$ cat src/rtl/clahe_pkg.sv
// ============================================================================
// clahe_pkg : shared FSM encoding and geometry helpers for the tile locator
// Rev 1.0
// ============================================================================
`default_nettype none

package clahe_pkg;

    typedef enum logic [1:0] {
        ST_IDLE   = 2'd0,
        ST_LINE   = 2'd1,
        ST_HBLANK = 2'd2
    } state_e;

    // Width of a counter that must hold 0..v-1; never narrower than one bit.
    function automatic int clog2_min1(input int v);
        return (v <= 1) ? 1 : $clog2(v);
    endfunction

    function automatic int tile_size(input int total, input int tiles);
        return total / tiles;
    endfunction

    // The final tile absorbs whatever the even split leaves over.
    function automatic int tile_size_last(input int total, input int tiles);
        return total - (tiles - 1) * tile_size(total, tiles);
    endfunction

endpackage

`default_nettype wire

$ cat src/rtl/clahe_tile_locator_if.sv
// ============================================================================
// clahe_tile_locator_if : video-timing inputs and tile-position outputs
// Rev 1.0
// ============================================================================
`default_nettype none

interface clahe_tile_locator_if import clahe_pkg::*; #(
    parameter int WIDTH      = 1280,
    parameter int HEIGHT     = 720,
    parameter int TILE_H_NUM = 4,
    parameter int TILE_V_NUM = 4
) ();

    localparam int XW  = clog2_min1(WIDTH);
    localparam int YW  = clog2_min1(HEIGHT);
    localparam int TXW = clog2_min1(TILE_H_NUM);
    localparam int TYW = clog2_min1(TILE_V_NUM);
    localparam int LXW = clog2_min1(tile_size_last(WIDTH, TILE_H_NUM));
    localparam int LYW = clog2_min1(tile_size_last(HEIGHT, TILE_V_NUM));

    logic                 in_href;
    logic                 in_vsync;
    logic                 out_valid;
    logic [XW-1:0]        x_cnt;
    logic [YW-1:0]        y_cnt;
    logic [TXW-1:0]       tile_x;
    logic [TYW-1:0]       tile_y;
    logic [TXW+TYW-1:0]   tile_idx;
    logic [LXW-1:0]       local_x;
    logic [LYW-1:0]       local_y;
    logic                 frame_start;
    logic                 frame_end;
    logic                 line_end;
    logic                 tile_last_x;
    logic                 tile_last_y;
    logic                 geom_err;

    modport master (
        output in_href, in_vsync,
        input  out_valid, x_cnt, y_cnt, tile_x, tile_y, tile_idx, local_x, local_y,
               frame_start, frame_end, line_end, tile_last_x, tile_last_y, geom_err
    );

    modport slave (
        input  in_href, in_vsync,
        output out_valid, x_cnt, y_cnt, tile_x, tile_y, tile_idx, local_x, local_y,
               frame_start, frame_end, line_end, tile_last_x, tile_last_y, geom_err
    );

endinterface

`default_nettype wire

$ cat src/rtl/clahe_tile_axis_cnt.sv
// ============================================================================
// clahe_tile_axis_cnt : one-axis position / tile / in-tile counter, no divide
// Rev 1.0
// ============================================================================
`default_nettype none

module clahe_tile_axis_cnt import clahe_pkg::*; #(
    parameter  int SIZE  = 1280,
    parameter  int TILES = 4,
    localparam int PW    = clog2_min1(SIZE),
    localparam int TW    = clog2_min1(TILES),
    localparam int LW    = clog2_min1(tile_size_last(SIZE, TILES))
) (
    input  wire logic          clk,
    input  wire logic          rst_n,
    input  wire logic          inc,
    input  wire logic          clr,
    output logic [PW-1:0]      pos,
    output logic [TW-1:0]      tile,
    output logic [LW-1:0]      local_pos,
    output logic               last_in_tile,
    output logic               last_overall,
    output logic               saturated
);

    localparam logic [PW-1:0] SIZE_M1  = PW'(SIZE - 1);
    localparam logic [TW-1:0] TILES_M1 = TW'(TILES - 1);
    localparam logic [LW-1:0] TSZ_M1   = LW'(tile_size(SIZE, TILES) - 1);
    localparam logic [LW-1:0] LAST_M1  = LW'(tile_size_last(SIZE, TILES) - 1);

    logic [PW-1:0] pos_q,  pos_d;
    logic [TW-1:0] tile_q, tile_d;
    logic [LW-1:0] loc_q,  loc_d;
    logic          sat_q,  sat_d;

    assign last_in_tile = (loc_q == ((tile_q == TILES_M1) ? LAST_M1 : TSZ_M1));
    assign last_overall = (pos_q == SIZE_M1);

    // sat_q marks that the final position has already been consumed once.
    always_comb begin
        pos_d  = pos_q;
        tile_d = tile_q;
        loc_d  = loc_q;
        sat_d  = sat_q;
        if (clr) begin
            pos_d  = '0;
            tile_d = '0;
            loc_d  = '0;
            sat_d  = 1'b0;
        end else if (inc) begin
            if (last_overall) begin
                sat_d = 1'b1;
            end else begin
                pos_d = pos_q + 1'b1;
                if (last_in_tile) begin
                    loc_d  = '0;
                    tile_d = tile_q + 1'b1;
                end else begin
                    loc_d = loc_q + 1'b1;
                end
            end
        end
    end

    always_ff @(posedge clk or negedge rst_n) begin
        if (!rst_n) begin
            pos_q  <= '0;
            tile_q <= '0;
            loc_q  <= '0;
            sat_q  <= 1'b0;
        end else begin
            pos_q  <= pos_d;
            tile_q <= tile_d;
            loc_q  <= loc_d;
            sat_q  <= sat_d;
        end
    end

    assign pos       = pos_q;
    assign tile      = tile_q;
    assign local_pos = loc_q;
    assign saturated = sat_q;

endmodule

`default_nettype wire

$ cat src/rtl/clahe_tile_locator.sv
// ============================================================================
// clahe_tile_locator : registered pixel coordinate and CLAHE tile position
// Optional check macro: CLAHE_TILE_LOCATOR_GEOM_CHECK_EN      Rev 1.0
// ============================================================================
`default_nettype none

module clahe_tile_locator import clahe_pkg::*; #(
    parameter int WIDTH      = 1280,
    parameter int HEIGHT     = 720,
    parameter int TILE_H_NUM = 4,
    parameter int TILE_V_NUM = 4
) (
    input  wire logic           pclk,
    input  wire logic           rst_n,
    clahe_tile_locator_if.slave bus
);

    localparam int XW  = clog2_min1(WIDTH);
    localparam int YW  = clog2_min1(HEIGHT);
    localparam int TXW = clog2_min1(TILE_H_NUM);
    localparam int TYW = clog2_min1(TILE_V_NUM);
    localparam int LXW = clog2_min1(tile_size_last(WIDTH, TILE_H_NUM));
    localparam int LYW = clog2_min1(tile_size_last(HEIGHT, TILE_V_NUM));

    logic rst_meta_q, rst_sync_n_q;

    always_ff @(posedge pclk or negedge rst_n) begin
        if (!rst_n) begin
            rst_meta_q   <= 1'b0;
            rst_sync_n_q <= 1'b0;
        end else begin
            rst_meta_q   <= 1'b1;
            rst_sync_n_q <= rst_meta_q;
        end
    end

    state_e state_q, state_d;
    logic   vsync_q;
    logic   vs_rise, accept, line_done;

    logic [XW-1:0]  x_pos;
    logic [TXW-1:0] x_tile;
    logic [LXW-1:0] x_loc;
    logic           x_last_tile, x_last, x_sat;
    logic [YW-1:0]  y_pos;
    logic [TYW-1:0] y_tile;
    logic [LYW-1:0] y_loc;
    logic           y_last_tile, y_last, y_sat;

    // vsync_q resets high so a frame already in progress at release is skipped.
    assign vs_rise = bus.in_vsync && !vsync_q;

    always_comb begin
        state_d   = state_q;
        accept    = 1'b0;
        line_done = 1'b0;
        case (state_q)
            ST_IDLE: begin
                if (vs_rise) begin
                    state_d = bus.in_href ? ST_LINE : ST_HBLANK;
                    accept  = bus.in_href;
                end
            end
            ST_LINE: begin
                if (!bus.in_vsync) begin
                    state_d = ST_IDLE;
                end else if (!bus.in_href) begin
                    state_d   = ST_HBLANK;
                    line_done = 1'b1;
                end else begin
                    accept = 1'b1;
                end
            end
            ST_HBLANK: begin
                if (!bus.in_vsync) begin
                    state_d = ST_IDLE;
                end else if (bus.in_href) begin
                    state_d = ST_LINE;
                    accept  = 1'b1;
                end
            end
            default: state_d = ST_IDLE;
        endcase
    end

    clahe_tile_axis_cnt #(.SIZE(WIDTH), .TILES(TILE_H_NUM)) u_x_cnt (
        .clk          (pclk),
        .rst_n        (rst_sync_n_q),
        .inc          (accept),
        .clr          (!bus.in_vsync || line_done),
        .pos          (x_pos),
        .tile         (x_tile),
        .local_pos    (x_loc),
        .last_in_tile (x_last_tile),
        .last_overall (x_last),
        .saturated    (x_sat)
    );

    clahe_tile_axis_cnt #(.SIZE(HEIGHT), .TILES(TILE_V_NUM)) u_y_cnt (
        .clk          (pclk),
        .rst_n        (rst_sync_n_q),
        .inc          (line_done),
        .clr          (!bus.in_vsync),
        .pos          (y_pos),
        .tile         (y_tile),
        .local_pos    (y_loc),
        .last_in_tile (y_last_tile),
        .last_overall (y_last),
        .saturated    (y_sat)
    );

    logic           out_valid_q, out_valid_d;
    logic [XW-1:0]  x_cnt_q, x_cnt_d;
    logic [YW-1:0]  y_cnt_q, y_cnt_d;
    logic [TXW-1:0] tile_x_q, tile_x_d;
    logic [TYW-1:0] tile_y_q, tile_y_d;
    logic [LXW-1:0] local_x_q, local_x_d;
    logic [LYW-1:0] local_y_q, local_y_d;
    logic           frame_start_q, frame_start_d;
    logic           frame_end_q, frame_end_d;
    logic           line_end_q, line_end_d;
    logic           tile_last_x_q, tile_last_x_d;
    logic           tile_last_y_q, tile_last_y_d;

    // Coordinates hold between pixels; the markers are single-pixel pulses.
    always_comb begin
        out_valid_d   = accept;
        x_cnt_d       = accept ? x_pos       : x_cnt_q;
        y_cnt_d       = accept ? y_pos       : y_cnt_q;
        tile_x_d      = accept ? x_tile      : tile_x_q;
        tile_y_d      = accept ? y_tile      : tile_y_q;
        local_x_d     = accept ? x_loc       : local_x_q;
        local_y_d     = accept ? y_loc       : local_y_q;
        tile_last_x_d = accept ? x_last_tile : tile_last_x_q;
        tile_last_y_d = accept ? y_last_tile : tile_last_y_q;
        frame_start_d = accept && (x_pos == '0) && (y_pos == '0) && !x_sat && !y_sat;
        line_end_d    = accept && x_last && !x_sat;
        frame_end_d   = line_end_d && y_last && !y_sat;
    end

    always_ff @(posedge pclk or negedge rst_sync_n_q) begin
        if (!rst_sync_n_q) begin
            state_q       <= ST_IDLE;
            vsync_q       <= 1'b1;
            out_valid_q   <= 1'b0;
            x_cnt_q       <= '0;
            y_cnt_q       <= '0;
            tile_x_q      <= '0;
            tile_y_q      <= '0;
            local_x_q     <= '0;
            local_y_q     <= '0;
            frame_start_q <= 1'b0;
            frame_end_q   <= 1'b0;
            line_end_q    <= 1'b0;
            tile_last_x_q <= 1'b0;
            tile_last_y_q <= 1'b0;
        end else begin
            state_q       <= state_d;
            vsync_q       <= bus.in_vsync;
            out_valid_q   <= out_valid_d;
            x_cnt_q       <= x_cnt_d;
            y_cnt_q       <= y_cnt_d;
            tile_x_q      <= tile_x_d;
            tile_y_q      <= tile_y_d;
            local_x_q     <= local_x_d;
            local_y_q     <= local_y_d;
            frame_start_q <= frame_start_d;
            frame_end_q   <= frame_end_d;
            line_end_q    <= line_end_d;
            tile_last_x_q <= tile_last_x_d;
            tile_last_y_q <= tile_last_y_d;
        end
    end

`ifdef CLAHE_TILE_LOCATOR_GEOM_CHECK_EN
    logic geom_err_q, geom_err_d;
    logic frame_ok, vs_fall, geom_hit;

    // A frame is complete once the last line has ended, or if vsync drops
    // exactly as the final pixel of the last line is still on href.
    always_comb begin
        vs_fall    = !bus.in_vsync && (state_q != ST_IDLE);
        frame_ok   = y_sat || ((state_q == ST_LINE) && y_last && x_sat);
        geom_hit   = (line_done && !x_sat) || (accept && x_sat) || (vs_fall && !frame_ok);
        geom_err_d = (vs_rise ? 1'b0 : geom_err_q) | geom_hit;
    end

    always_ff @(posedge pclk or negedge rst_sync_n_q) begin
        if (!rst_sync_n_q) begin
            geom_err_q <= 1'b0;
        end else begin
            geom_err_q <= geom_err_d;
        end
    end

    assign bus.geom_err = geom_err_q;
`else
    assign bus.geom_err = 1'b0;
`endif

    assign bus.out_valid   = out_valid_q;
    assign bus.x_cnt       = x_cnt_q;
    assign bus.y_cnt       = y_cnt_q;
    assign bus.tile_x      = tile_x_q;
    assign bus.tile_y      = tile_y_q;
    assign bus.tile_idx    = {tile_y_q, tile_x_q};
    assign bus.local_x     = local_x_q;
    assign bus.local_y     = local_y_q;
    assign bus.frame_start = frame_start_q;
    assign bus.frame_end   = frame_end_q;
    assign bus.line_end    = line_end_q;
    assign bus.tile_last_x = tile_last_x_q;
    assign bus.tile_last_y = tile_last_y_q;

endmodule

`default_nettype wire

$ cat src/flat_wrapper.sv
// flat-port wrapper written by rule: the top's interface ports become plain ports
module clahe_tile_locator_flat import clahe_pkg::*;
#(
    parameter int WIDTH      = 1280,
    parameter int HEIGHT     = 720,
    parameter int TILE_H_NUM = 4,
    parameter int TILE_V_NUM = 4
)
  (pclk, rst_n, bus_in_href, bus_in_vsync, bus_out_valid, bus_x_cnt, bus_y_cnt, bus_tile_x, bus_tile_y, bus_tile_idx, bus_local_x, bus_local_y, bus_frame_start, bus_frame_end, bus_line_end, bus_tile_last_x, bus_tile_last_y, bus_geom_err);
  clahe_tile_locator_if #(.WIDTH(WIDTH), .HEIGHT(HEIGHT), .TILE_H_NUM(TILE_H_NUM), .TILE_V_NUM(TILE_V_NUM)) bus_i ();
  input  wire logic pclk;
  input  wire logic rst_n;
  input wire logic [$bits(bus_i.in_href)-1:0] bus_in_href;
  input wire logic [$bits(bus_i.in_vsync)-1:0] bus_in_vsync;
  output wire logic [$bits(bus_i.out_valid)-1:0] bus_out_valid;
  output wire logic [$bits(bus_i.x_cnt)-1:0] bus_x_cnt;
  output wire logic [$bits(bus_i.y_cnt)-1:0] bus_y_cnt;
  output wire logic [$bits(bus_i.tile_x)-1:0] bus_tile_x;
  output wire logic [$bits(bus_i.tile_y)-1:0] bus_tile_y;
  output wire logic [$bits(bus_i.tile_idx)-1:0] bus_tile_idx;
  output wire logic [$bits(bus_i.local_x)-1:0] bus_local_x;
  output wire logic [$bits(bus_i.local_y)-1:0] bus_local_y;
  output wire logic [$bits(bus_i.frame_start)-1:0] bus_frame_start;
  output wire logic [$bits(bus_i.frame_end)-1:0] bus_frame_end;
  output wire logic [$bits(bus_i.line_end)-1:0] bus_line_end;
  output wire logic [$bits(bus_i.tile_last_x)-1:0] bus_tile_last_x;
  output wire logic [$bits(bus_i.tile_last_y)-1:0] bus_tile_last_y;
  output wire logic [$bits(bus_i.geom_err)-1:0] bus_geom_err;
  assign bus_i.in_href = bus_in_href;
  assign bus_i.in_vsync = bus_in_vsync;
  assign bus_out_valid = bus_i.out_valid;
  assign bus_x_cnt = bus_i.x_cnt;
  assign bus_y_cnt = bus_i.y_cnt;
  assign bus_tile_x = bus_i.tile_x;
  assign bus_tile_y = bus_i.tile_y;
  assign bus_tile_idx = bus_i.tile_idx;
  assign bus_local_x = bus_i.local_x;
  assign bus_local_y = bus_i.local_y;
  assign bus_frame_start = bus_i.frame_start;
  assign bus_frame_end = bus_i.frame_end;
  assign bus_line_end = bus_i.line_end;
  assign bus_tile_last_x = bus_i.tile_last_x;
  assign bus_tile_last_y = bus_i.tile_last_y;
  assign bus_geom_err = bus_i.geom_err;
  clahe_tile_locator #(.WIDTH(WIDTH), .HEIGHT(HEIGHT), .TILE_H_NUM(TILE_H_NUM), .TILE_V_NUM(TILE_V_NUM)) u_core (.pclk(pclk), .rst_n(rst_n), .bus(bus_i));
endmodule
$ cat config.mk
export PLATFORM = sky130hd
export DESIGN_NAME = clahe_tile_locator_flat
export DESIGN_NICKNAME = d
export VERILOG_FILES = /design/src/rtl/clahe_pkg.sv /design/src/rtl/clahe_tile_locator_if.sv /design/src/rtl/clahe_tile_axis_cnt.sv /design/src/rtl/clahe_tile_locator.sv /design/src/flat_wrapper.sv
export SDC_FILE = /design/constraint.sdc
export NUM_CORES = 1
export LEC_CHECK = 0
export BUFFER_PORTS_ARGS = -buffer_cell sky130_fd_sc_hd__clkbuf_2
export CAP_MARGIN = 10
export CORE_ASPECT_RATIO = 0.6
export CORE_MARGIN = 4
export CORE_UTILIZATION = 38
export DETAILED_ROUTE_END_ITERATION = 10
export GPL_ROUTABILITY_DRIVEN = 1
export PLACE_DENSITY = 0.63
export SYNTH_ARGS = -nofsm -noshare
export SYNTH_HDL_FRONTEND = slang
export SYNTH_SLANG_ARGS = --single-unit
$ cat constraint.sdc
create_clock -name pclk -period 2.7 [get_ports pclk]
set_input_delay 0.27 -clock pclk [delete_from_list [all_inputs] [get_ports pclk]]
set_output_delay 0.27 -clock pclk [all_outputs]
set_load 0.05 [all_outputs]
# Word-level counts from Yosys, hierarchy flattened
# Index checks and enable logic that the tools add are counted.
# totals
input_bits	4
wordCells	114
register_bits	97
# classes
reduce_logical	28
add_sub_neg	6
n_mux	42
n_eq_ne	14
# op_table
operator	n
two-way mux 9 bit	4
two-way mux 11 bit	3
two-way mux 8 bit	4
two-way mux 10 bit	3
two-way mux 2 bit	14
two-way mux 1 bit	12
adder 11 x 1 -> 11 bit, second input constant	1
== test 11 bit, second input constant	1
zero test 11 bit	1
adder 10 x 1 -> 10 bit, second input constant	1
== test 10 bit, second input constant	1
zero test 10 bit	1
adder 9 x 1 -> 9 bit, second input constant	1
== test 9 bit, second input constant	1
logical AND 1 bit	9
AND reduction 3 bit	3
adder 8 x 1 -> 8 bit, second input constant	1
== test 8 bit, second input constant	1
inequality test 2 x 1 -> 1 bit, second input constant	4
AND reduction 2 bit	4
inequality test 3 bit, second input constant	2
one-hot mux 2 bit (3 select lines)	1
nonzero test 2 bit	3
adder 2 x 1 -> 2 bit, second input constant	2
8 further kinds	12

# Longest topological paths before layout
# Gate-level depths: netlist of the first run.
# logic_depth
word_depth	8
ltp_mapped	9
depth_no_buf	8

# Cells and area by module
# A second synthesis of the first run with hierarchy kept.
# hier_totals
cells_unflattened	395
hier_area_um2	4593.2
# by_module_without_submodules
mod	cells_each	n_inst	area_each_um2
clahe_tile_locator	145	1	2214.6
clahe_tile_axis_cnt at u_core.u_x_cnt	131	1	1204.9
clahe_tile_axis_cnt at u_core.u_y_cnt	119	1	1173.6

# Worst setup path before layout of the first run
# OpenSTA, ideal clock, no wires.
# synth_path
path_type	reg2reg
startpoint	register u_core.state_q[0]
endpoint	register u_core.u_x_cnt.loc_q[8], in the netlist u_core.u_x_cnt.local_pos[8]
setup_slack_ns	0.785
stages_incl_launch_ff	9
arrival_time_ns	1.833
n_path_buf	0
cell_sequence	dfrtp_1 inv_1 ha_1 nor2b_1 or3_4 clkinv_2 nand3_1 or3_1 a31oi_1
# synth_via
elab_chain_len	5
# synth_lines
item	line_no	text
from (decl)	clahe_tile_locator.sv:37	state_e state_q, state_d;
from (signal assigned)	clahe_tile_locator.sv:158	state_q <= state_d;
== test 2 x 1 -> 1 bit or == test 2 bit (tied branches)	clahe_tile_locator.sv:57	case (state_q)
OR reduction 2 bit (no source line) or two-way mux 1 bit (tied branches)	n/a	
one-hot mux 1 bit (2 select lines) or logical OR 1 bit (tied branches)	clahe_tile_locator.sv:57, clahe_tile_locator.sv:90	
nonzero test 2 bit (no source line) or inequality test 2 bit (tied branches)	n/a	
AND reduction 2 bit (no source line)	n/a	
to (signal assigned)	clahe_tile_axis_cnt.sv:74	loc_q <= loc_d;
to (decl)	clahe_tile_axis_cnt.sv:33	logic [LW-1:0] loc_q, loc_d;
# Parallel ways exist; a longest one is shown, timed or not.
# A chain may end at the register's enable or synchronous reset.

# Final worst setup path of the first run
# layout_path
startpoint	register u_core.state_q[0]
endpoint	register u_core.u_x_cnt.loc_q[3], in the netlist u_core.u_x_cnt.local_pos[3]
# The elaborated chain is that of the path after synthesis.

==> results.tsv, run 1 <==
stage	metric	value	unit
outcome	status	finished clean	
power	clkPwrFrac	0.365	
global_route	grt_pass1_wl	17100	um
route	wl	10100	um
timing	drv_slew	0	
global_route	grt_pass1_vias	3396	
worst_setup_path	critPathMaxStageDelay	0.50	ns
cells_and_area	fin_cells	692	
timing	setup_viol	0	
yosys	netlist_top_cells_area	dfrtp_1 (53%), nand2_1 (12%), ha_1 (3.1%)	
yosys	ys_warn_count	0	
clocking	cts-root-buf	clkbuf_16	
cells_and_area	nNetsFinal	542	
clocking	clk_pin_slew	0.07	ns
die	core	11400	um^2
power	p_seq_frac	0.450	
yosys	yosysUniqueCellTypes	48	
worst_setup_path	crit_slowest_cell	or3_4	
cells_and_area	final_common_cell	nand2_1	
global_route	antenna_found_initial	0	
worst_hold_path	hold_class	in2async	
timing	holdWs	0.236	ns
timing	max_freq	432	MHz
place	portBuffers	55	
die	fp.dieH	92.3	um
timing	relSlewSlack	0.539	
cells_and_area	syn_to_final_growth	15.7	%
clocking	clockBufferDepth	2	
timing	min_period_over_period	0.857	
clocking	clock_latency	0.35	ns
place	dp_hpwl	6910	um
route	drt_iter0_drc	227	
yosys	synth_ff_type	dfrtp_1	
clocking	cts_tree	done	
die	die_area	13700	um^2
route	drc	0	
worst_setup_path	crit_family	simple AND/OR/NAND/NOR gates	
place	finalWeightedCongestion	0.826	
timing	hold_viol_final	0	
yosys	syn-instance-count	480	
worst_setup_path	critPathMaxFanout	26	
flow_run	cap_violations	0	
clocking	numCtsBuffers	9	
yosys	async_flop_share	1.00	
worst_setup_path	rrSetupSlack	0.38	ns
yosys	syn-num-nets	495	
clocking	cts_resized	0	
worst_setup_path	crit_path_cell_trace	inv_1, ha_1, nor2b_1, or3_4, clkinv_2, nand2_2, or3_1, a21oi_1	
yosys	synth-seq-cells	97	
route	firstDrtPassIters	5	
worst_setup_path	crit_path_end_kind	flop	
timing	worst_slew_pin_slew	0.685	ns
timing	min_period	2.32	ns
power	irDropWorstVdd	0.000406	V
clocking	htree_levels	3	
route	routedWlPerCell	14.6	um
power	leakage	2.62	nW
die	die_x	148	um
place	dpl.cell_count	675	
worst_setup_path	crit_buf_inv	2	
die	initial_core_util	0.393	
cells_and_area	drive_gt1_frac	0.162	
route	vias_per_cell	4.97	
yosys	ys_seq_area_frac	0.540	
worst_setup_path	worst_setup_path_start_kind	flop	
power	combPwrFrac	0.185	
power	swShare	0.315	
yosys	yosysTopAreaCellShare	0.534	
timing	rsz0062_at_grt	no	
clocking	clock_sinks	97	
yosys	yosysTopAreaCell	dfrtp_1	
cells_and_area	antennaDiodeCount	0	
global_route	grt_start_max_net_pins	96	
yosys	synth_area	4500	um^2
route	antenna_left	0	
worst_setup_path	r2r-start	u_core.state_q[0]	
die	ios	57	
global_route	gr-usage-all-layers	0.156	
yosys	synth_edf_count	0	
cells_and_area	final_util	0.455	
route	vias	3440	
timing	setup_tns	0	ns
power	intPower	2.43	mW
worst_setup_path	required	2.98	ns
worst_setup_path	rr_worst_depth	8	
timing	skew	0.00859	ns
worst_setup_path	crit_arrival	2.59	ns
global_route	gr-total-overflow	0	
worst_setup_path	reg2reg_to	u_core.u_x_cnt.local_pos[3]	
power	power.total	3.55	mW
die	num_rows	30	
worst_setup_path	path_class	reg2reg	
power	p_switching	1.12	mW
yosys	syn_area_per_cell	9.37	um^2
cells_and_area	final_cell_mix	nand2_1 (146), dfrtp_1 (95), clkbuf_2 (55)	
power	powerDensity	683	nW/um^2
## state kept, by name (all words and copies together), names as in the netlist, 2 cells and up
signal                    count
u_core.state_q                2
u_core.bus.tile_y             2
u_core.u_y_cnt.pos           10
u_core.bus.x_cnt             11
u_core.bus.tile_x             2
u_core.u_y_cnt.local_pos      8
u_core.u_y_cnt.tile           2
u_core.u_x_cnt.local_pos      9
u_core.bus.local_y            8
u_core.bus.local_x            9
u_core.bus.y_cnt             10
u_core.u_x_cnt.pos           11
u_core.u_x_cnt.tile           2
## worst max-delay path by stage
stage                 startpoint                     endpoint  slack [ns]  cells after the start
3_5_place_dp   u_core.state_q[0]  u_core.u_x_cnt.local_pos[3]        0.43                      8
3_3_place_gp   u_core.state_q[0]  u_core.u_x_cnt.local_pos[3]        0.54                      8
2_1_floorplan  u_core.state_q[0]  u_core.u_x_cnt.local_pos[8]        0.78                      8
4_1_cts        u_core.state_q[0]  u_core.u_x_cnt.local_pos[3]        0.40                      8
6_report       u_core.state_q[0]  u_core.u_x_cnt.local_pos[3]        0.38                      8
5_1_grt        u_core.state_q[0]  u_core.u_x_cnt.local_pos[3]        0.29                      8
## per-stage QoR
step | setup slack (ns) | area [um^2]
after floorplan | 0.785 | 4500
after global placement | 0.541 | 4890
after detailed placement | 0.427 | 4890
after CTS | 0.405 | 5200
after global routing | 0.292 | 5200
final | 0.385 | 5200
## kinds of logic (layout without fill, tap and decap cells)
group,count (synthesis),after routing,synth area share
adders and majority gates,11,11,0.0306
and+or+nand+nor,261,261,0.272
xor gates and xnor gates,22,22,0.0428
buffers and inverters,36,88,0.0406
AOI/OAI and AO/OA,47,47,0.0626
muxes,4,4,0.00918
other,2,2,0.00167
DFF,97,97,0.540
## worst reg2reg max path: stages, from the launching register on
cell,delay [ns]
dfrtp_1,0.40
inv_1,0.10
ha_1,0.29
nor2b_1,0.05
or3_4,0.50
clkinv_2,0.17
nand2_2,0.18
or3_1,0.40
a21oi_1,0.14
## cell type report
type                            count  area, um^2
Clock inverter                      7        78.8
Timing Repair Buffer               62         343
Inverter                           10        38.8
Multi-Input combinational cell    347        1890
Fill cell                        1118        6240
Clock buffer                        9         225
Sequential cell                    97        2430
Tap cell                          160         200
## synth_stat cells (4+ instances only)
cell type,number
nand2_1,146
dfrtp_1,96
nor2_1,21
nand3_1,20
and2_1,16
a21oi_1,15
clkbuf_1,13
o21ai_0,13
xnor2_1,12
ha_1,11
xor2_1,10
inv_1,9
nand4_1,9
and3_1,7
nor2b_1,7
nor4_1,6
or3_1,6
buf_4,5
nor3_1,5
buf_2,4
nand2b_1,4
## power groups by stage
stage	clock [mW]	sequential [mW]	combinational (mW)
global placement	0	1.62	0.635
detailed placement	0	1.63	0.660
CTS	1.34	1.60	0.663
finish	1.30	1.60	0.657
global route	1.40	1.61	0.729
floorplan	0	1.79	0.327
## what timing repair did
item                      in CTS  in global routing
setup buffers                  0                  0
hold buffers                   1                  0
hold endpoints to repair       2                  0
## routing by layer
layer | up-vias | GRT usage | part of all wire
li1 | 1685 | - | -
met2 | 79 | 0.221 | 0.42
met1 | 1666 | 0.230 | 0.52
met3 | 10 | 0.0479 | 0.052
met4 | 0 | 0.0446 | 0.0096
met5 | - | 0 | 0
Power figures use the tool's default switching activity.
==> inputs of run 2 (changes only) <==
- CORE_UTILIZATION: 38 -> 52
- PLACE_DENSITY: 0.63 -> 0.81
==> run 2 against run 1 <==
Effect of this change:
- register-to-register slack better by 0.03 ns
- sequential cell count unchanged
- count of clock-buffer cells in the layout up 3
- die area down 25%
- hold slack worse by 0.0041 ns
- worst setup slack better by 0.026 ns
- global-route usage up 5.2 points
- wire length down 2.5%
- via count up 2.4%
- critical path depth unchanged
- non-clock buffer count up 2
- critical path type unchanged
==> results.tsv, run 2 (synthesis gave the netlist of run 1 again) <==
stage	metric	value	unit	change
outcome	status	finished clean		unchanged
clocking	post_cts_buffers	0		unchanged
cells_and_area	antennaDiodeCount	0		unchanged
worst_hold_path	hold_class	in2async		unchanged
die	core	8130	um^2	was 11400 um^2
route	firstDrtPassIters	4		was 5
die	die_area	10200	um^2	was 13700 um^2
cells_and_area	fin_cells	642		was 692
die	initial_core_util	0.553		was 0.393
timing	rsz0062_at_grt	no		unchanged
cells_and_area	final_common_cell	nand2_1		unchanged
timing	min_period_over_period	0.848		was 0.857
route	antenna_left	0		unchanged
die	ios	57		unchanged
global_route	gr-total-overflow	0		unchanged
route	vias	3521		was 3440
power	powerDensity	691	nW/um^2	was 683 nW/um^2
worst_setup_path	crit_path_start	u_core.state_q[0]		unchanged
clocking	cts_tree	done		unchanged
place	place_area	4830	um^2	was 4890 um^2
route	vias_per_cell	5.48		was 4.97
place	dp_worst_setup_slack	0.462	ns	was 0.427 ns
place	dp_hpwl	6940	um	was 6910 um
route	routedWlPerCell	15.3	um	was 14.6 um
clocking	postCtsHoldBufs	1		unchanged
place	finalWeightedCongestion	0.877		was 0.826
place	portBuffers	55		unchanged
clocking	htree_levels	3		unchanged
timing	fin_ws	0.411	ns	was 0.385 ns
timing	skew	0.00573	ns	was 0.00859 ns
worst_setup_path	required	2.97	ns	was 2.98 ns
flow_run	cap_violations	0		unchanged
cells_and_area	drive_gt1_frac	0.163		was 0.162
global_route	gr-usage-all-layers	0.208		was 0.156
clocking	clock_latency	0.34	ns	was 0.35 ns
cells_and_area	stdcell_area	5140	um^2	was 5200 um^2
worst_setup_path	rr_worst_depth	8		unchanged
worst_setup_path	r2r-start	u_core.state_q[0]		unchanged
worst_setup_path	reg2reg_to	u_core.u_x_cnt.local_pos[3]		unchanged
die	fp.dieH	80.0	um	was 92.3 um
worst_setup_path	worst_setup_path_start_kind	flop		unchanged
power	irDropWorstVdd	0.000474	V	was 0.000406 V
clocking	cts-root-buf	clkbuf_16		unchanged
place	dpl.cell_count	625		was 675
die	num_rows	25		was 30
clocking	numCtsBuffers	9		unchanged
clocking	clock_sinks	97		unchanged
timing	drv_slew	0		unchanged
power	leakage	2.63	nW	was 2.62 nW
global_route	grt_start_max_net_pins	50		was 96
timing	relSlewSlack	0.527		was 0.539
timing	setup_tns	0	ns	unchanged
worst_setup_path	crit_arrival	2.56	ns	was 2.59 ns
worst_setup_path	critPathMaxFanout	20		was 26
route	drc	0		unchanged
clocking	cts_resized	0		unchanged
cells_and_area	nNetsFinal	544		was 542
cells_and_area	syn_to_final_growth	14.4	%	was 15.7%
global_route	grt_pass1_vias	3407		was 3396
global_route	grt_pass1_wl	16800	um	was 17100 um
global_route	antenna_found_initial	0		unchanged
timing	min_period	2.29	ns	was 2.32 ns
timing	setup_viol	0		unchanged
die	die_x	128	um	was 148 um
route	wl	9830	um	was 10100 um
cells_and_area	final_cell_mix	nand2_1 (146), dfrtp_1 (95), clkbuf_2 (55)		unchanged
timing	hold_viol_final	0		unchanged
clocking	clockBufferDepth	2		unchanged
worst_setup_path	path_class	reg2reg		unchanged
worst_setup_path	crit_path_end_kind	flop		unchanged
timing	max_freq	437	MHz	was 432 MHz
timing	worst_slew_pin_slew	0.704	ns	was 0.685 ns
cells_and_area	fill_cells	702		was 1118
route	drt_iter0_drc	285		was 227
worst_setup_path	rrSetupSlack	0.41	ns	was 0.38 ns
clocking	clk_pin_slew	0.06	ns	was 0.07 ns
==> run 2: changes by cell type in the layout (fill, tap and decap cells not counted), sizes merged <==
cell,delta
buf,+2
clkbuf,+3
clkinvlp,-1
inv,-2
==> run 2: where the power goes <==
group          internal [mW]  switching, mW  leakage [nW]
logic                  0.172          0.473          1.15
registers               1.54         0.0805          1.34
clock network          0.768          0.528         0.149
total                   2.48           1.08          2.63
==> run 2: layout make-up <==
class | instances | area (um^2) | area share
repair buffers | 64 | 345 | 0.0671
well taps | 108 | 135 | 0.0263
flip-flops and latches | 97 | 2430 | 0.473
clock inverters | 4 | 51.3 | 0.00997
clock buffers | 12 | 256 | 0.0499
multi-input cells | 347 | 1890 | 0.366
inverters | 10 | 38.8 | 0.00754
==> run 2: critical path, cell delays in order (launching register included) <==
cell      delay (ns)
dfrtp_1         0.40
inv_1           0.10
ha_1            0.29
nor2b_1         0.04
or3_4           0.48
clkinv_2        0.14
nand2_2         0.18
or3_1           0.40
a21oi_1         0.17
==> run 2: through the flow <==
stage	hold slack, ns	power [mW]	utilization
after global placement	0.0569	2.26	0.594
after floorplan	-0.0256	2.12	-
after global routing	0.245	3.74	0.633
after CTS	0.231	3.59	0.633
after detailed placement	0.0589	2.29	0.594
final	0.232	3.56	0.633
==> run 2: worst max path at each step <==
stage | slack (ns) | end | cells past startpoint
after global routing | 0.30 | u_core.bus.local_y[3] | 9
after floorplan | 0.78 | u_core.u_x_cnt.local_pos[8] | 8
final | 0.41 | u_core.u_x_cnt.local_pos[3] | 8
after global placement | 0.55 | u_core.u_x_cnt.local_pos[8] | 8
after detailed placement | 0.46 | u_core.u_x_cnt.local_pos[3] | 8
after CTS | 0.43 | u_core.u_x_cnt.local_pos[3] | 8
==> run 2: layer usage <==
layer / part of all wire / GRT usage / vias to the layer above
met3: 0.052 / 0.0528 / 17
met4: 0.017 / 0.0742 / 0
met2: 0.44 / 0.312 / 95
met1: 0.49 / 0.294 / 1731
met5: 0 / 0 / -
li1: - / - / 1678
==> inputs of run 3 (changes only) <==
- clock period: 2.7 -> 1.89 ns (I/O delays scaled with it)
==> run 3 against run 2 <==
Effect of this change:
- the run now ends with negative setup slack left
- sequential power increased by 40%
- final area rose by 11%
- hold slack worse by 0.087 ns
- sequential share of layout area is 4.7 points lower
- count of clock-buffer cells in the layout is 2 lower
- worst setup slack worse by 0.50 ns
- maximum frequency rose by 16%
- global-route usage is 1.3 points higher
- cell count rose by 5.5%
- wire length up 11%
- core utilization rose by 7.0 points
- clock skew barely moved
- highest routed layer unchanged
==> results.tsv, run 3 (synthesis gave the netlist of run 1 again) <==
stage	metric	value	unit	change
cells_and_area	syn_to_final_growth	27.2	%	was 14.4%
power	p_seq_frac	0.412		was 0.454
timing	setup_viol	15		was 0
worst_setup_path	reg2reg_to	u_core.u_x_cnt.local_pos[8]		was u_core.u_x_cnt.local_pos[3]
cells_and_area	final_util	0.703		was 0.633
power	irDropWorstVdd	0.000687	V	was 0.000474 V
route	wl_met1	5090	um	was 4810 um
cells_and_area	final_common_cell	nand2_1		unchanged
power	intPower	3.84	mW	was 2.48 mW
worst_setup_path	r2r-start	u_core.state_q[1]		was u_core.state_q[0]
clocking	clockBufferDepth	2		unchanged
clocking	clk_pin_slew	0.06	ns	about the same
worst_setup_path	rr_worst_depth	7		was 8
timing	drv_slew	0		unchanged
power	clkPwrFrac	0.354		was 0.364
cells_and_area	multi_input_area	2100	um^2	was 1890 um^2
place	dp_hpwl	7120	um	was 6940 um
route	wl	10900	um	was 9830 um
power	leakage	2.90	nW	was 2.63 nW
timing	skew	0.00528	ns	was 0.00573 ns
clocking	htree_levels	3		unchanged
clocking	clock_latency	0.35	ns	was 0.34 ns
worst_setup_path	required	2.16	ns	was 2.97 ns
route	met2WireLength	5110	um	was 4340 um
outcome	status	finished, violations left		was finished clean
route	routedWlPerCell	16.2	um	was 15.3 um
worst_setup_path	worst_setup_path_start_kind	flop		unchanged
place	finalWeightedCongestion	0.923		was 0.877
global_route	grt_pass1_vias	3664		was 3407
cells_and_area	fill_cells	624		was 702
clocking	clock_sinks	97		unchanged
die	die_x	128	um	unchanged
worst_setup_path	crit_path_end_kind	flop		unchanged
global_route	grt_pass1_wl	17900	um	was 16800 um
clocking	cts_tree	done		unchanged
timing	fin_ws	-0.0897	ns	was 0.411 ns
place	dpl.cell_count	654		was 625
worst_setup_path	rrSetupSlack	-0.09	ns	was 0.41 ns
cells_and_area	nNetsFinal	580		was 544
global_route	grt_start_max_net_pins	96		was 50
die	fp.dieH	80.0	um	unchanged
cells_and_area	final_cell_mix	nand2_1 (141), dfrtp_1 (95), clkbuf_2 (55)		was nand2_1 (146), dfrtp_1 (95), clkbuf_2 (55)
die	core	8130	um^2	unchanged
timing	min_period	1.98	ns	was 2.29 ns
route	top_layer	met4		unchanged
die	num_rows	25		unchanged
route	vias	3719		was 3521
worst_setup_path	path_class	reg2reg		unchanged
global_route	gr-total-overflow	0		unchanged
die	initial_core_util	0.553		unchanged
worst_hold_path	hold_class	in2async		unchanged
power	powerDensity	965	nW/um^2	was 691 nW/um^2
cells_and_area	antennaDiodeCount	0		unchanged
timing	rsz0062_at_grt	yes		was no
cells_and_area	fin_cells	677		was 642
route	antenna_left	0		unchanged
global_route	antenna_found_initial	0		unchanged
die	die_area	10200	um^2	unchanged
route	drc	0		unchanged
clocking	cts-root-buf	clkbuf_16		unchanged
global_route	gr-usage-all-layers	0.221		was 0.208
power	combPwrFrac	0.234		was 0.181
timing	max_freq	505	MHz	was 437 MHz
route	drt_iter0_drc	341		was 285
route	vias_per_cell	5.49		was 5.48
flow_run	cap_violations	0		unchanged
place	dp_worst_setup_slack	-0.183	ns	was 0.462 ns
place	portBuffers	55		unchanged
clocking	numCtsBuffers	9		unchanged
worst_setup_path	crit_arrival	2.25	ns	was 2.56 ns
route	firstDrtPassIters	5		was 4
cells_and_area	seqCellArea	2430	um^2	unchanged
power	p_switching	1.68	mW	was 1.08 mW
route	wl_met3	635	um	was 515 um
timing	setup_tns	-0.473	ns	was 0 ns
power	power.total	5.52	mW	was 3.56 mW
die	ios	57		unchanged
worst_setup_path	critPathMaxFanout	6		was 20
outcome	violations	negative setup slack		
power	swShare	0.305		was 0.304
timing	min_period_over_period	1.05		was 0.848
cells_and_area	drive_gt1_frac	0.267		was 0.163
timing	hold_viol_final	0		unchanged
==> run 3: cell types whose count changed in the layout (fill, tap and decap cells not counted), moves of 3 or more <==
cell | before | now
buf_4 | 8 | 33
buf_6 | 0 | 5
nand2_1 | 146 | 141
a21oi_1 | 15 | 11
a21oi_2 | 0 | 4
buf_8 | 0 | 4
nor4_1 | 6 | 2
nor4_4 | 0 | 4
nand2_4 | 0 | 3
nand3_1 | 20 | 17
or3_1 | 6 | 3
or3_4 | 2 | 5
==> run 3: metal layers <==
metal  vias to the layer above  GRT usage
met5                         -          0
li1                       1762          -
met1                      1825      0.308
met3                        11     0.0575
met4                         0     0.0561
met2                       121      0.348
==> run 3: final cells by class <==
class,count,area share
flip-flops and latches,97,0.425
multi-input cells,347,0.367
repair buffers,100,0.121
clock buffers,10,0.0418
well taps,108,0.0236
clock inverters,5,0.0140
inverters,10,0.00788
==> run 3: worst max-delay path by stage <==
stage,from,endpoint,depth (start not counted)
after detailed placement,u_core.state_q[0],u_core.u_x_cnt.local_pos[8],8
after global placement,u_core.state_q[1],u_core.u_x_cnt.pos[9],8
after CTS,u_core.state_q[1],u_core.u_x_cnt.local_pos[8],8
after global routing,u_core.state_q[1],u_core.u_x_cnt.pos[3],9
after floorplan,u_core.state_q[0],u_core.u_x_cnt.local_pos[8],8
final,u_core.state_q[1],u_core.u_x_cnt.local_pos[8],7
==> run 3: timing repair <==
action	CTS	global route
pin swaps	15	15
gates resized for setup	19	36
hold buffers	1	0
setup endpoints to repair	36	73
buffers inserted	6	2
endpoints found under the hold margin	2	0
==> run 3: power by group through the flow <==
stage | clock network [mW] | logic [mW] | registers [mW]
floorplan | 0 | 0.469 | 2.56
global route | 2.05 | 1.40 | 2.28
global placement | 0 | 1.03 | 2.30
detailed placement | 0 | 1.08 | 2.31
finish | 1.95 | 1.29 | 2.27
CTS | 1.99 | 1.21 | 2.27
==> run 3: stage by stage <==
stage,hold slack [ns],instance area [um^2]
3_3_place_gp,-0.0263,5080
4_1_cts,0.136,5550
5_1_grt,0.153,5720
2_1_floorplan,-0.107,4520
6_report,0.146,5720
3_5_place_dp,-0.0241,5080
==> run 3: worst max-delay path, cell delays in order, from the launching register on <==
cell and delay, ns:
dfrtp_1 0.42, buf_6 0.13, ha_1 0.17, or3_4 0.49, inv_8 0.11, nand3_4 0.07
or3_4 0.33, a31oi_1 0.17
